### config.mk
export PLATFORM = sky130hd
export DESIGN_NAME = mac_ctrl
export DESIGN_NICKNAME = d
export VERILOG_FILES = /design/src/rtl/mac_ctrl.sv
export SDC_FILE = /design/constraint.sdc
export NUM_CORES = 1
export LEC_CHECK = 0
export CAP_MARGIN = 20
export CORE_MARGIN = 2
export CORE_UTILIZATION = 49
export CTS_CLUSTER_SIZE = 16
export DETAILED_ROUTE_END_ITERATION = 10
export DONT_BUFFER_PORTS = 1
export PLACE_DENSITY_LB_ADDON = 0.08
export SETUP_SLACK_MARGIN = 0.1
export SLEW_MARGIN = 25
export SYNTH_ARGS = -nofsm -noshare
export SYNTH_HDL_FRONTEND = slang
export SYNTH_SLANG_ARGS = --single-unit
### constraint.sdc
create_clock -name clk -period 2.4 [get_ports clk]
set_input_delay 0.72 -clock clk [delete_from_list [all_inputs] [get_ports clk]]
set_output_delay 0.72 -clock clk [all_outputs]
set_load 0.02 [all_outputs]
### src/rtl/mac_ctrl.sv
// mac_ctrl: two-requester round-robin controller that sequences a MAC datapath.
// Define MAC_CTRL_TIMEOUT_EN to build in the RUN watchdog and the ABORT state.
module mac_ctrl #(
    parameter int M              = 4,
    parameter int K              = 4,
    parameter int N              = 4,
    parameter int TIMEOUT_CYCLES = M * N * K + 16
) (
    input  logic        clk,
    input  logic        resetn,
    input  logic [1:0]  req,
    output logic [1:0]  gnt,
    output logic [1:0]  done,
    output logic        err,
    output logic        busy,
    output logic        do_mac,
    input  logic        mac_done,
    output logic [15:0] cycle_count
);

`ifdef MAC_CTRL_TIMEOUT_EN
    typedef enum logic [1:0] {
        IDLE,
        RUN,
        DONE,
        ABORT
    } state_t;

    localparam logic [15:0] TimeoutLim = 16'(TIMEOUT_CYCLES);
`else
    typedef enum logic [1:0] {
        IDLE,
        RUN,
        DONE
    } state_t;

    logic unused_timeout;
    assign unused_timeout = ^TIMEOUT_CYCLES;
`endif

    state_t      state_q, state_d;
    logic        win_q, win_d;
    logic        ptr_q, ptr_d;
    logic [15:0] run_cnt_q, run_cnt_d;
    logic [15:0] cyc_cnt_q, cyc_cnt_d;
    logic        pick;
    logic        mac_valid;
    logic [1:0]  win_onehot;

    // On a tie the requester not served last wins.
    assign pick = (req == 2'b11) ? ~ptr_q : req[1];

    always_comb begin
        state_d   = state_q;
        win_d     = win_q;
        ptr_d     = ptr_q;
        run_cnt_d = run_cnt_q;
        cyc_cnt_d = cyc_cnt_q;
        mac_valid = 1'b0;
        unique case (state_q)
            IDLE: begin
                if (|req) begin
                    win_d     = pick;
                    run_cnt_d = 16'd1;
                    state_d   = RUN;
                end
            end
            RUN: begin
                // First RUN cycle may see a stale completion.
                mac_valid = mac_done && (run_cnt_q != 16'd1);
                if (run_cnt_q != 16'hFFFF) begin
                    run_cnt_d = run_cnt_q + 16'd1;
                end
                if (mac_valid) begin
                    cyc_cnt_d = run_cnt_q;
                    state_d   = DONE;
                end
`ifdef MAC_CTRL_TIMEOUT_EN
                else if (run_cnt_q == TimeoutLim) begin
                    cyc_cnt_d = TimeoutLim;
                    state_d   = ABORT;
                end
`endif
            end
            DONE: begin
                ptr_d   = win_q;
                state_d = IDLE;
            end
`ifdef MAC_CTRL_TIMEOUT_EN
            ABORT: begin
                ptr_d   = win_q;
                state_d = IDLE;
            end
`endif
            default: begin
                state_d = IDLE;
            end
        endcase
    end

    always_ff @(posedge clk) begin
        if (!resetn) begin
            state_q   <= IDLE;
            win_q     <= 1'b0;
            ptr_q     <= 1'b1;
            run_cnt_q <= 16'd0;
            cyc_cnt_q <= 16'd0;
        end else begin
            state_q   <= state_d;
            win_q     <= win_d;
            ptr_q     <= ptr_d;
            run_cnt_q <= run_cnt_d;
            cyc_cnt_q <= cyc_cnt_d;
        end
    end

    assign win_onehot  = win_q ? 2'b10 : 2'b01;
    assign busy        = (state_q != IDLE);
    assign do_mac      = (state_q == RUN);
    assign gnt         = do_mac ? win_onehot : 2'b00;
    assign cycle_count = cyc_cnt_q;

`ifdef MAC_CTRL_TIMEOUT_EN
    assign err  = (state_q == ABORT);
    assign done = ((state_q == DONE) || (state_q == ABORT)) ? win_onehot : 2'b00;
`else
    assign err  = 1'b0;
    assign done = (state_q == DONE) ? win_onehot : 2'b00;
`endif

endmodule
==> impl_metrics.json <==
{
  "synth_largest_area_cell": "dfxtp_1",
  "yosys_register_bits": 36,
  "fin_crit_sh": 0.883,
  "start_util": 0.509,
  "ant_nets": 0,
  "mean_routed_wirelength_per_cell_um": 16.9,
  "clock_skews_ns": 0.00289,
  "grt.total_usage": 0.240,
  "finalWirelength_mm": 4.78,
  "timing.fmax_mhz": 472,
  "run_status": "finished, final reports clean",
  "grt_max_degree": 32,
  "worstPathBufferInverterCount": 0,
  "syn-instance-count": 228,
  "critical_path_class": "flop to flop",
  "number_of_top_level_pins": 28,
  "grt.overflow.total": 0,
  "diodes": 0,
  "cts_sinks": 36,
  "timing_hold_violations_final": 0,
  "port_buffers": 0,
  "vias": 1735,
  "final_estimated_routing_congestion_in_global_placement": 0.836,
  "yosys.cell_types.count": 46,
  "cp-start-kind": "flop",
  "fp.dieArea_sq_um": 4310,
  "end_kind": "flop",
  "crit_path_cell_trace": "ha_1, or4b_4, o41a_1, nand3_1, a21oi_1",
  "cp_data_required_time_ns": 2.57,
  "synthesis.yosys.warnings": 0,
  "drc": 0,
  "synth_area_leaders": "dfxtp_1, a21oi_1, nand3_1",
  "dp_cells": 274,
  "syn2layout_area_growth_pct": 10.9,
  "synth.yosys.seq_area_share": 0.387,
  "worstSkewPairLatency_ns": 0.29,
  "design_area_sq_um": 2060,
  "number_of_antenna_violations_at_the_first_check_in_global_routing": 0,
  "post_drt_via_cell_ratio": 6.15,
  "finalCriticalPeriod_ns": 2.12,
  "setup_tns_final_ns": 0,
  "ff2ff_setup_slack_ns": 0.28,
  "drt_pre_antenna_iters": 4,
  "cp_slowest_stage_delay_ns": 0.61,
  "placementRows": 22,
  "first_pass_grt_wire_length_mm": 7.93,
  "maxCapViolations": 0,
  "worst_ir_drop_vdd_v": 0.000410,
  "clock_tree.buffer_depth": 2,
  "path_max_fanout": 14,
  "n_fill_cell": 341,
  "leading_cell_types_in_the_layout_fill_and_taps_excluded": "dfxtp_1, a21oi_1, nand3_1",
  "post_cts.repair.setup_buffers": 0,
  "synth_area_sq_um": 1860,
  "syn-num-nets": 235,
  "p_leak_nw": 0.719,
  "final_net_count": 240,
  "cts_hold_repair.buffers": 0,
  "rsz0062_at_grt": "false",
  "timing.critical_path.slowest_stage_cell": "o41a_1",
  "synth-edff-count": 0,
  "detailedPlacementHpwl_mm": 3.42,
  "cts_buffers": 5,
  "first_global_vias": 1581,
  "placed_cell_areas_sq_um": 1950,
  "die_w_um": 65.6,
  "post_route_cells_drive_above_1_share": 0.150,
  "cpLargestDelayFamily": "compound AO/OA/AOI/OAI gates",
  "synthesis.area_per_instance_sq_um": 8.17,
  "total_power_consumption_mw": 1.31,
  "tritoncts_clock_tree": "done",
  "synth_top_cell_area_share": 0.387,
  "yosys_most_used_dff": "dfxtp_1",
  "tightest_hold_check_type": "flop to flop",
  "h-tree-depth": 2,
  "cp.arrival_ns": 2.29,
  "setup_violations": 0,
  "power-per-cell-area_nw_per_um2": 635,
  "number_of_cells_upsized_or_downsized_after_cts": 0,
  "die_h_um": 65.6,
  "fin_hold_ws_ns": 0.469,
  "async_reset_ff_frac": 0,
  "most_common_cell_after_layout_fill_and_taps_aside": "dfxtp_1",
  "first_iter_violations": 180,
  "clockRootBuffer": "clkbuf_8",
  "reg_clk_slew_reported_paths_ns": 0.07,
  "core_region_area_sq_um": 3660,
  "final-max-slew-violation-count": 0,
  "final_cell_count_no_fill": 282
}
==> per-layer routing <==
metal	vias up	share of wire	track usage
li1	857	-	-
met1	826	0.45	0.311
met2	50	0.49	0.383
met3	2	0.053	0.0719
met4	0	0.0015	0.0729
met5	-	0	0
==> registers in the layout, summed over array words and instances, names as in the netlist <==
register	cells
cycle_count	16
win_q	1
run_cnt_q	16
ptr_q	1
state_q	2
==> where the power goes <==
group	leakage (nW)	switching, mW	total, mW	internal (mW)
Sequential	0.291	0.0116	0.617	0.605
Clock	0.0541	0.225	0.532	0.307
Combinational	0.374	0.111	0.162	0.0501
==> Yosys cell counts, types with 3 or more instances <==
library cell	count
a21oi_1	23
a31oi_1	13
and2_1	4
and3_1	4
and4_1	5
buf_4	3
clkbuf_1	12
dfxtp_1	36
inv_1	5
mux2i_1	4
nand2_1	13
nand3_1	20
nand4_1	8
nor2_1	13
nor4_1	3
o21ai_0	15
o21ai_1	5
o21ai_2	4
or3_1	3
==> metrics by stage <==
step | util | setup slack [ns]
2_1_floorplan | - | 0.451
3_3_place_gp | 0.533 | 0.328
3_5_place_dp | 0.533 | 0.206
4_1_cts | 0.564 | 0.182
5_1_grt | 0.564 | 0.128
6_report | 0.564 | 0.280
==> cells by family after synthesis <==
family          Yosys count  synth area share
flops                    36             0.387
compound gates           74             0.254
buf+inv                  27            0.0719
simple gates             83             0.245
other cells               1           0.00201
xor+xnor                  1           0.00471
fa+ha+maj                 2            0.0134
mux                       4            0.0215
==> area by class of cell <==
class	instances	area (sq um)	share of cell area
clock inverters	3	42.5	0.0206
repair buffers	19	143	0.0691
flip-flops and latches	36	721	0.349
well taps	48	60.1	0.0291
inverters	6	22.5	0.0109
multi-input cells	165	1010	0.488
clock buffers	5	68.8	0.0333
==> worst paths after layout <==
| check | from | end | depth (start not counted) |
|---|---|---|---|
| setup / recovery | run_cnt_q[0] | cycle_count[1] | 5 |
| hold / removal | ptr_q | ptr_q | 1 |
| setup reg to reg | run_cnt_q[0] | cycle_count[1] | 5 |
| hold reg to reg | ptr_q | ptr_q | 1 |
==> worst register-to-register path: stages, from the launching register on <==
cell and delay (ns):
dfxtp_1 0.47, ha_1 0.19, or4b_4 0.48, o41a_1 0.61, nand3_1 0.18, a21oi_1 0.07
No activity file was read; power rests on OpenSTA's default activity.
